$ cat config.mk
export PLATFORM = sky130hd
export DESIGN_NAME = btn_conditioner
export DESIGN_NICKNAME = d
export VERILOG_FILES = /design/src/rtl/btn_conditioner_pkg.sv /design/src/rtl/btn_debounce_ch.sv /design/src/rtl/btn_conditioner.sv
export SDC_FILE = /design/constraint.sdc
export NUM_CORES = 1
export LEC_CHECK = 0
export BUFFER_PORTS_ARGS = -buffer_cell sky130_fd_sc_hd__buf_2
export CORE_ASPECT_RATIO = 2
export CORE_UTILIZATION = 55
export DETAILED_ROUTE_END_ITERATION = 10
export MAX_ROUTING_LAYER = met4
export PLACE_DENSITY = 0.74
export REMOVE_ABC_BUFFERS = 1
export SYNTH_ARGS = -nofsm -noshare
export SYNTH_HDL_FRONTEND = slang
export SYNTH_SLANG_ARGS = --single-unit
$ cat constraint.sdc
create_clock -name clk -period 2 [get_ports clk]
set_input_delay 0.3 -clock clk [delete_from_list [all_inputs] [get_ports clk]]
set_output_delay 0.3 -clock clk [all_outputs]
set_load 0.02 [all_outputs]
$ cat src/rtl/btn_conditioner_pkg.sv
// Shared timing constants and channel state encoding for the push-button conditioner.
// Parameter defaults of btn_conditioner derive from the constants below.
package btn_conditioner_pkg;

    localparam int CLOCK_FREQ      = 50_000_000;
    localparam int BTN_DEBOUNCE_MS = 20;
    localparam int BTN_LONG_MS     = 1000;

    localparam int DEF_DEBOUNCE_CYCLES = (CLOCK_FREQ / 1000) * BTN_DEBOUNCE_MS;
    localparam int DEF_LONG_CYCLES     = (CLOCK_FREQ / 1000) * BTN_LONG_MS;

    typedef enum logic [1:0] {
        BTN_RELEASED     = 2'd0,
        BTN_PRESS_PEND   = 2'd1,
        BTN_HELD         = 2'd2,
        BTN_RELEASE_PEND = 2'd3
    } btn_state_t;

    // Counter width for a count that runs 0..n-1, never narrower than one bit.
    function automatic int cnt_width(input int n);
        return (n <= 2) ? 1 : $clog2(n);
    endfunction

endpackage

$ cat src/rtl/btn_debounce_ch.sv
// One button channel: 2-FF synchroniser, debounce FSM, press/release pulses and
// optional long-press pulse (built only when BTN_LONGPRESS_EN is defined).
module btn_debounce_ch
    import btn_conditioner_pkg::*;
#(
    parameter int DEBOUNCE_CYCLES = DEF_DEBOUNCE_CYCLES,
    parameter int LONG_CYCLES     = DEF_LONG_CYCLES
) (
    input  logic clk,
    input  logic rst,
    input  logic btn_raw,
    output logic btn_level,
    output logic btn_press,
    output logic btn_release,
    output logic btn_long
);

    localparam int DW = cnt_width(DEBOUNCE_CYCLES);
    localparam logic [DW-1:0] DB_LAST = DW'(DEBOUNCE_CYCLES - 1);

    if (DEBOUNCE_CYCLES < 1 || LONG_CYCLES <= DEBOUNCE_CYCLES) begin : g_param_check
        $error("btn_debounce_ch: need DEBOUNCE_CYCLES >= 1 and LONG_CYCLES > DEBOUNCE_CYCLES");
    end

    logic            r_s0;
    logic            r_s1;
    logic [DW-1:0]   r_dcnt;
    btn_state_t      r_state;
    logic            r_level;
    logic            r_press;
    logic            r_release;

    always_ff @(posedge clk or negedge rst) begin
        if (!rst) begin
            r_s0 <= 1'b0;
            r_s1 <= 1'b0;
        end else begin
            r_s0 <= btn_raw;
            r_s1 <= r_s0;
        end
    end

    // Any sample that agrees with the current level aborts a pending change.
    always_ff @(posedge clk or negedge rst) begin
        if (!rst) begin
            r_state   <= BTN_RELEASED;
            r_dcnt    <= '0;
            r_level   <= 1'b0;
            r_press   <= 1'b0;
            r_release <= 1'b0;
        end else begin
            r_press   <= 1'b0;
            r_release <= 1'b0;
            case (r_state)
                BTN_RELEASED, BTN_PRESS_PEND: begin
                    if (r_s1) begin
                        if (r_dcnt == DB_LAST) begin
                            r_state <= BTN_HELD;
                            r_level <= 1'b1;
                            r_press <= 1'b1;
                            r_dcnt  <= '0;
                        end else begin
                            r_state <= BTN_PRESS_PEND;
                            r_dcnt  <= r_dcnt + DW'(1);
                        end
                    end else begin
                        r_state <= BTN_RELEASED;
                        r_dcnt  <= '0;
                    end
                end
                BTN_HELD, BTN_RELEASE_PEND: begin
                    if (!r_s1) begin
                        if (r_dcnt == DB_LAST) begin
                            r_state   <= BTN_RELEASED;
                            r_level   <= 1'b0;
                            r_release <= 1'b1;
                            r_dcnt    <= '0;
                        end else begin
                            r_state <= BTN_RELEASE_PEND;
                            r_dcnt  <= r_dcnt + DW'(1);
                        end
                    end else begin
                        r_state <= BTN_HELD;
                        r_dcnt  <= '0;
                    end
                end
                default: begin
                    r_state <= BTN_RELEASED;
                    r_dcnt  <= '0;
                end
            endcase
        end
    end

    assign btn_level   = r_level;
    assign btn_press   = r_press;
    assign btn_release = r_release;

`ifdef BTN_LONGPRESS_EN
    localparam int LW = cnt_width(LONG_CYCLES);
    localparam logic [LW-1:0] LONG_LAST = LW'(LONG_CYCLES - 1);

    logic [LW-1:0] r_lcnt;
    logic          r_ldone;
    logic          r_long;

    // Keyed on the debounced level, so a bounce through RELEASE_PEND keeps the count.
    always_ff @(posedge clk or negedge rst) begin
        if (!rst) begin
            r_lcnt  <= '0;
            r_ldone <= 1'b0;
            r_long  <= 1'b0;
        end else if (!r_level) begin
            r_lcnt  <= '0;
            r_ldone <= 1'b0;
            r_long  <= 1'b0;
        end else begin
            r_long <= 1'b0;
            if (r_lcnt == LONG_LAST) begin
                if (!r_ldone) begin
                    r_long  <= 1'b1;
                    r_ldone <= 1'b1;
                end
            end else begin
                r_lcnt <= r_lcnt + LW'(1);
            end
        end
    end

    assign btn_long = r_long;
`else
    assign btn_long = 1'b0;
`endif

endmodule

$ cat src/rtl/btn_conditioner.sv
// Push-button front end: N_BTN independent debounce channels feeding the top FSM.
// Long-press pulses are built only when BTN_LONGPRESS_EN is defined; otherwise btn_long is 0.
module btn_conditioner
    import btn_conditioner_pkg::*;
#(
    parameter int N_BTN           = 3,
    parameter int DEBOUNCE_CYCLES = DEF_DEBOUNCE_CYCLES,
    parameter int LONG_CYCLES     = DEF_LONG_CYCLES
) (
    input  logic             clk,
    input  logic             rst,
    input  logic [N_BTN-1:0] btn_raw,
    output logic [N_BTN-1:0] btn_level,
    output logic [N_BTN-1:0] btn_press,
    output logic [N_BTN-1:0] btn_release,
    output logic [N_BTN-1:0] btn_long
);

    for (genvar i = 0; i < N_BTN; i++) begin : g_ch
        btn_debounce_ch #(
            .DEBOUNCE_CYCLES (DEBOUNCE_CYCLES),
            .LONG_CYCLES     (LONG_CYCLES)
        ) u_ch (
            .clk         (clk),
            .rst         (rst),
            .btn_raw     (btn_raw[i]),
            .btn_level   (btn_level[i]),
            .btn_press   (btn_press[i]),
            .btn_release (btn_release[i]),
            .btn_long    (btn_long[i])
        );
    end

endmodule

### Yosys cells after proc, flatten, opt, wreduce, memory -nomap -nowiden

Cells that the tools add are included.

| storage, ports and cells | value |
|---|---|
| memories | 0 |
| output and inout bits | 12 |
| input bits | 5 |
| bits in writable memories | 0 |
| bits in registers | 81 |
| bits in read-only memories | 0 |
| bits in latches | 0 |
| logic and storage cells | 117 |

| operators by class | value |
|---|---|
| muxes and demuxes | 57 |
| div/mod/pow operators | 0 |
| bitwise logic cells | 0 |
| shifts and indexed selects | 0 |
| reduce and logical (&&, ||, !) cells | 12 |
| eq/ne operators | 24 |
| magnitude comparators | 0 |
| add/sub/neg operators | 3 |
| $mul | 0 |

Operator list:

| kind | count |
|---|---|
| two-way mux 20 bit | 9 |
| one-hot mux 20 bit (2 select lines) | 3 |
| adder 20 x 1 -> 20 bit, second input constant | 3 |
| equality test 20 bit, second input constant | 3 |
| two-way mux 1 bit | 27 |
| two-way mux 2 bit | 12 |
| != test 2 x 1 -> 1 bit, second input constant | 9 |
| equality test 2 bit, second input constant | 6 |
| one-hot mux 2 bit (2 select lines) | 3 |
| AND reduction 4 bit | 3 |
| OR reduction 2 bit | 6 |
| equality test 2 x 1 -> 1 bit, second input constant | 3 |
| logical NOT 2 bit | 3 |
| != test 2 bit, second input constant | 3 |
| one-hot mux 1 bit (2 select lines) | 3 |

### Depth between registers and ports, before layout

Gate-level depths: netlist of the first run.

| depth | value |
|---|---|
| depth after elaboration | 4 |
| depth in mapped cells | 7 |
| depth with buffers taken out | 5 |

### Cells and area by module

Synthesis of the first run repeated with hierarchy kept, for this count alone.

| second synthesis, totals | value |
|---|---|
| cell total of the unflattened synthesis | 372 |
| area, all modules | 3,876.2 um^2 |

Modules (own cells, without submodules):

| module | seq. area each (um^2) | cells each | times used | area each (um^2) |
|---|---|---|---|---|
| btn_debounce_ch at g_ch[1].u_ch ... | 650.6 | 122 | 2 | 1,280.0 |
| btn_debounce_ch at g_ch[0].u_ch | 650.6 | 128 | 1 | 1,316.3 |

### Least setup slack after synthesis of the first run

No wires, ideal clock.

| timing | value |
|---|---|
| path type | reg-to-reg |
| start point | reg g_ch[1].u_ch.r_dcnt[0] |
| end point | reg g_ch[1].u_ch.r_dcnt[18] |
| required time | 1,922 ps |
| library setup time | 78 ps |
| buffers on the path | 1 |
| clock period less this slack | 1,972 ps |
| setup slack | 28 ps |
| arrival time | 1,895 ps |
| cell stages (with the launch flop) | 7 |
| cell sequence | dfrtp_1 > ha_1 > nand3_1 > or4_1 > buf_2 > or4_1 > a21oi_1 |

| between the ends | value |
|---|---|
| word-level cells in the longest chain between the ends | 4 |
| elaborated cells on any way between the ends | 6 |
| those cells by class | add/sub (1); eq/ne (1); mux (4) |

Ends and longest elaborated chain:

| item | line | RTL |
|---|---|---|
| start, declared | btn_debounce_ch.sv:27 | `logic [DW-1:0] r_dcnt;` |
| start signal, assigned | btn_debounce_ch.sv:64 | `r_dcnt <= r_dcnt + DW'(1);` |
| start signal, assigned | btn_debounce_ch.sv:80 | `r_dcnt <= r_dcnt + DW'(1);` |
| adder 20 x 1 -> 20 bit / equality test 20 bit (equally long branches) | n/a |  |
| two-way mux 20 bit * | btn_debounce_ch.sv:57, btn_debounce_ch.sv:73 |  |
| two-way mux 20 bit, on equally long branches | btn_debounce_ch.sv:72, btn_debounce_ch.sv:56 |  |
| one-hot mux 20 bit (2 select lines) * | btn_debounce_ch.sv:54 | `case (r_state)` |

Mark *: on every way between the ends. The rest lies on a longest branch, timed or not.
A chain may end at the register's enable or synchronous reset.

### Final worst setup path of the first run

| timing | value |
|---|---|
| start point | reg g_ch[1].u_ch.r_dcnt[1] |
| end point | reg g_ch[1].u_ch.r_dcnt[18] |

Same word-level chain as after synthesis.

==> qor.yml, run 1 <==
run_status: "finished clean"
postRouteAntennaNets: 0
yosys.cell_types.count: 33
path_clk_slew_ns: 0.06
drv_cap: 0
rows: 42
setup_viol: 0
place.gp.congestion: 0.829
die_w_um: 60.0
seq_area_frac_synth_pct: 52.7
start_util_pct: 56.4
avgSynthCellArea_um2: 9.93
ys_top_cells_by_area: "dfrtp_1 53%, xnor2_1 4.7%, nor2_1 3.8%"
hold_viol_final: 0
grt_setup_unrepaired: "false"
async_reset_ff_share_pct: 100
grt_max_degree: 50
synth_edf_count: 0
critPathSlowestCell: "or4_4"
cts_root_buf: "clkbuf_16"
p_total_mw: 3.33
via_per_inst: 5.74
cp-start-kind: "flop"
synth_ff_type: "dfrtp_1"
drt_iter0_drc: 140
rr_worst_depth: 5
yosysMostFrequentCell: "dfrtp_1"
die_h_um: 118
hold_class: "in -> reg"
power.density_nw_per_um2: 775
crit_fanout: 5
worstPathCellList: "ha_2, nand3_2, or4_4, or4_4, a21oi_2"
grt_pass1_vias: 2956
synth-seq-cells: 78
yosysTopAreaCellShare_pct: 52.7
clkSinkCount: 78
finalCritPeriodShare_pct: 96.6
r2r-end: "g_ch[1].u_ch.r_dcnt[18]"
r2r_start: "g_ch[1].u_ch.r_dcnt[1]"
antenna_found_initial: 0
hp-start: "btn_raw[2]"
wire_per_inst_um: 15.0
dp_hpwl_um: 5110
min_period_ns: 1.93
synth_top_cell_by_area: "dfrtp_1"
final_core_util_pct: 65.4
vias: 2835
io_pins: 17
grt-ovfl-total: 0
whs_endpoint: "g_ch[2].u_ch.r_s0"
clk_latency_ns: 0.33
r2r_setup_slack_ns: 0.07
cts_tree: "done"
core_um2: 6570
cts.path.max_buffers: 2
startpoint: "g_ch[1].u_ch.r_dcnt[1]"
holdWs_ns: 0.0707
power_leakage_nw: 1.81
area_delta_synth_final_pct: 16.0
routed_wirelength_um: 7410
cpMostUsedCell: "or4_4"
grt_pass1_wl_um: 12900
syn-instance-count: 373
tightest_slew_ns: 0.608
first_pass_iters: 5
htree_levels: 3
arrival_ns: 2.19
diodes: 0
slowest_delay_ns: 0.58
die_area_um2: 7090
synthesis.area_um2: 3700
criticalPathCategory: "reg -> reg"
finalClockSkew_ns: 0.00462
final_nets: 409
end_kind: "flop"
synthTopCellsByCount: "78 x dfrtp_1, 37 x nor2_1, 24 x a21oi_1"
hold_depth: 1
worst_slack_ns: 0.0689
ys_warn_count: 0
peakVddDrop_mv: 0.679
gr-usage-all-layers_pct: 25.2
port_buffers: 13
drc: 0
relSlewSlack_pct: 59.5
cts_inserted_buffers: 9
slew_viol_final: 0
fmax_ghz: 0.518
pre_cts_slack_ns: 0.0283
critical_path_required_ns: 2.26
drive_above_1_share_pct: 16.3
==> through the flow <==
step           cells  setup TNS, ns  area, um^2
6_report         494              0        4300
5_1_grt          494              0        4300
4_1_cts          489              0        4240
3_5_place_dp     472              0        3920
3_3_place_gp     472              0        3920
2_1_floorplan    352          -3.02        3580
==> layout by cell type, fill, tap and decap left out, types with 7 or more instances in the layout <==
cell       synthesis  routed
a21oi_1           24      23
buf_2              3      12
xor2_1            13      13
dfrtp_1           78      78
inv_1             16      16
or4_1             13      10
nand4_1           13      13
xnor2_1           20      20
buf_4             12      23
clkbuf_16          0       9
nor2_1            37      37
o31ai_1            9       9
and3_1             7       7
nand2_1           19      19
o21ai_0           20      19
nand3_1           19      18
or3_1             18      18
==> how the worst max path moves through the flow <==
stage / depth (start not counted) / end
after floorplan: 4 / g_ch[2].u_ch.r_dcnt[11]
after global placement: 6 / g_ch[1].u_ch.r_dcnt[14]
after detailed placement: 5 / g_ch[0].u_ch.r_dcnt[18]
after CTS: 5 / g_ch[0].u_ch.r_dcnt[18]
after global routing: 7 / g_ch[0].u_ch.r_dcnt[16]
final: 5 / g_ch[1].u_ch.r_dcnt[18]
==> power breakdown <==
part           switching [mW]  leakage [nW]  internal (mW)
sequential             0.0179          1.07           1.60
combinational          0.0723         0.593         0.0398
clock                   0.593         0.151           1.01
==> sequential cells by signal, summed over array words and instances, names as in the netlist <==
register               count
g_ch.u_ch.r_dcnt          60
g_ch.u_ch.btn_level        3
g_ch.u_ch.btn_press        3
g_ch.u_ch.btn_release      3
g_ch.u_ch.r_state          3
g_ch.u_ch.r_s1             3
g_ch.u_ch.r_s0             3
==> worst max-delay path, delay by kind of cell (launching register included) <==
| family | cells | cell delay (ns) |
|---|---|---|
| simple gates | 3 | 1.16 |
| compound gates | 1 | 0.13 |
| fa+ha+maj | 1 | 0.20 |
| flops | 1 | 0.37 |
==> cells by family (layout without fill, tap and decap cells) <==
| logic type | Yosys count | count (layout) | synth area share [%] |
|---|---|---|---|
| AO/OA/AOI/OAI | 61 | 61 | 9.80 |
| XOR/XNOR | 33 | 33 | 7.80 |
| adder cells (fa/ha/maj) | 3 | 3 | 1.01 |
| buffers and inverters | 39 | 70 | 5.27 |
| flip-flops | 78 | 78 | 52.7 |
| multiplexers | 1 | 1 | 0.304 |
| other | 1 | 3 | 0.101 |
| AND/OR/NAND/NOR | 157 | 157 | 23.0 |
==> layer usage <==
metal / vias to the layer above / share of wire [%] / global-route usage [%]
met5: - / 0 / -
met2: 47 / 57 / 42.8
met1: 1395 / 38 / 25.8
met3: 24 / 2.2 / 4.51
li1: 1369 / - / -
met4: 0 / 3.6 / 14.4
==> repair_timing <==
item / CTS / global route
setup endpoints to repair: 0 / 7
resized for setup: 0 / 6
hold endpoints to repair: 21 / 0
buffers inserted: 0 / 5
hold buffers: 1 / 0
==> layout make-up <==
class | count | area, um^2
Clock buffer | 14 | 294
Sequential cell | 78 | 1950
Multi-Input combinational cell | 258 | 1590
Fill cell | 502 | 2270
Tap cell | 88 | 110
Clock inverter | 2 | 12.5
Timing Repair Buffer | 38 | 283
Inverter | 16 | 60.1
(Power assumes the default switching activity.)
==> run 2: changes to the inputs <==
CAP_MARGIN = 0   (was default)
RECOVER_POWER = 25   (was default)
==> qor.yml, run 2 (synthesis results as in run 1) <==
run_status: "finished clean"
startpoint: "g_ch[1].u_ch.r_dcnt[1]"
power.density_nw_per_um2: 775
die_h_um: 118
drive_above_1_share_pct: 16.3
path_buf_inv: 0
pwr-share-seq_pct: 48.6
drt_iter0_drc: 139
power.net_switching_mw: 0.683
die_area_um2: 7090
clkSinkCount: 78
grt-ovfl-total: 0
die_w_um: 60.0
grt_setup_unrepaired: "false"
tightest_slew_ns: 1.18
start_util_pct: 56.4
port_buffers: 13
clkPwrFrac_pct: 48.1
slowest_delay_ns: 0.58
end_kind: "flop"
peakVddDrop_mv: 0.679
first_pass_iters: 5
critPathSlowestCell: "or4_4"
fmax_ghz: 0.518
critical_path_required_ns: 2.26
p_comb_share_pct: 3.4
criticalPathCategory: "reg -> reg"
regMostFlops: "g_ch.u_ch.r_dcnt"
final_nets: 409
holdWs_ns: 0.0707
place.gp.congestion: 0.829
grt_pass1_vias: 2956
postRouteAntennaNets: 0
via_per_inst: 5.74
rows: 42
antenna_found_initial: 0
grt_pass1_wl_um: 12900
drv_cap: 0
finalClockSkew_ns: 0.00462
min_period_ns: 1.93
hold_class: "in -> reg"
routed_wirelength_um: 7410
clk_latency_ns: 0.33
cpMostUsedCell: "or4_4"
finalCritPeriodShare_pct: 96.6
vias: 2834
worstPathCellList: "ha_2, nand3_2, or4_4, or4_4, a21oi_2"
drc: 0
core_um2: 6570
htree_levels: 3
grt_max_degree: 50
wire_per_inst_um: 15.0
r2r-end: "g_ch[1].u_ch.r_dcnt[18]"
cts.path.max_buffers: 2
slew_viol_final: 0
r2r_start: "g_ch[1].u_ch.r_dcnt[1]"
dp_hpwl_um: 5110
io_pins: 17
r2r_setup_slack_ns: 0.07
setup_tns_ns: 0
cts_root_buf: "clkbuf_16"
power_leakage_nw: 1.81
layout_commonest_cell: "dfrtp_1"
relSlewSlack_pct: 21.1
area_delta_synth_final_pct: 16.0
gr-usage-all-layers_pct: 25.2
arrival_ns: 2.19
setup_viol: 0
diodes: 0
cp_top_family: "simple AND/OR/NAND/NOR gates"
path_clk_slew_ns: 0.06
rr_worst_depth: 5
cp.depth: 5
layout_common_cells: "78 x dfrtp_1, 37 x nor2_1, 23 x a21oi_1"
crit_fanout: 5
swShare_pct: 20.5
intPower_mw: 2.65
critPathCapture: "g_ch[1].u_ch.r_dcnt[18]"
cp-start-kind: "flop"
cts_inserted_buffers: 9
largest_reg_flops: 60
cts_tree: "done"
hold_viol_final: 0
[run 2: power by group through the flow]
stage | clock (mW) | sequential [mW] | combinational, mW
after floorplan | 0 | 1.64 | 0.0439
after global placement | 0 | 1.64 | 0.107
after global routing | 1.71 | 1.62 | 0.129
after CTS | 1.64 | 1.62 | 0.112
final | 1.60 | 1.62 | 0.112
after detailed placement | 0 | 1.64 | 0.109
[run 2: worst min-delay path by stage]
stage | from | end | slack (ns) | cells after the start
floorplan | rst | g_ch[0].u_ch.btn_level | 0.004 | 0
global placement | g_ch[2].u_ch.r_s0 | g_ch[2].u_ch.r_s1 | 0.33 | 0
detailed placement | g_ch[2].u_ch.r_s0 | g_ch[2].u_ch.r_s1 | 0.34 | 0
CTS | btn_raw[2] | g_ch[2].u_ch.r_s0 | 0.06 | 1
global route | btn_raw[1] | g_ch[1].u_ch.r_s0 | 0.06 | 1
finish | btn_raw[2] | g_ch[2].u_ch.r_s0 | 0.07 | 1
[run 2: cell type report]
| class | instances | area, um^2 |
|---|---|---|
| well taps | 88 | 110 |
| inverters | 16 | 60.1 |
| repair buffers | 38 | 280 |
| clock inverters | 2 | 12.5 |
| multi-input cells | 258 | 1590 |
| flip-flops and latches | 78 | 1950 |
| fillers | 503 | 2270 |
| clock buffers | 14 | 294 |
[run 2: timing repair]
| item | CTS | global route |
|---|---|---|
| resized for setup | 0 | 6 |
| endpoints found under the setup margin | 0 | 7 |
| endpoints found under the hold margin | 21 | 0 |
| hold buffers | 1 | 0 |
| buffers inserted | 0 | 5 |
[run 2: stage by stage]
stage	instances	utilization [%]	total power, mW	worst slack (ns)	area (um^2)
floorplan	352	-	1.69	-0.179	3580
global placement	472	59.7	1.75	0.0781	3920
finish	494	65.4	3.33	0.0689	4300
global route	494	65.4	3.46	0.00108	4300
detailed placement	472	59.7	1.75	0.0283	3920
CTS	489	64.5	3.37	0.0101	4240
[run 2: routing by layer]
metal / wire length [um] / part of all wire [%] / track usage (%)
met4: 269 / 3.6 / 14.4
met5: 0 / 0 / -
met3: 162 / 2.2 / 4.51
met1: 2790 / 38 / 25.8
met2: 4190 / 57 / 42.8
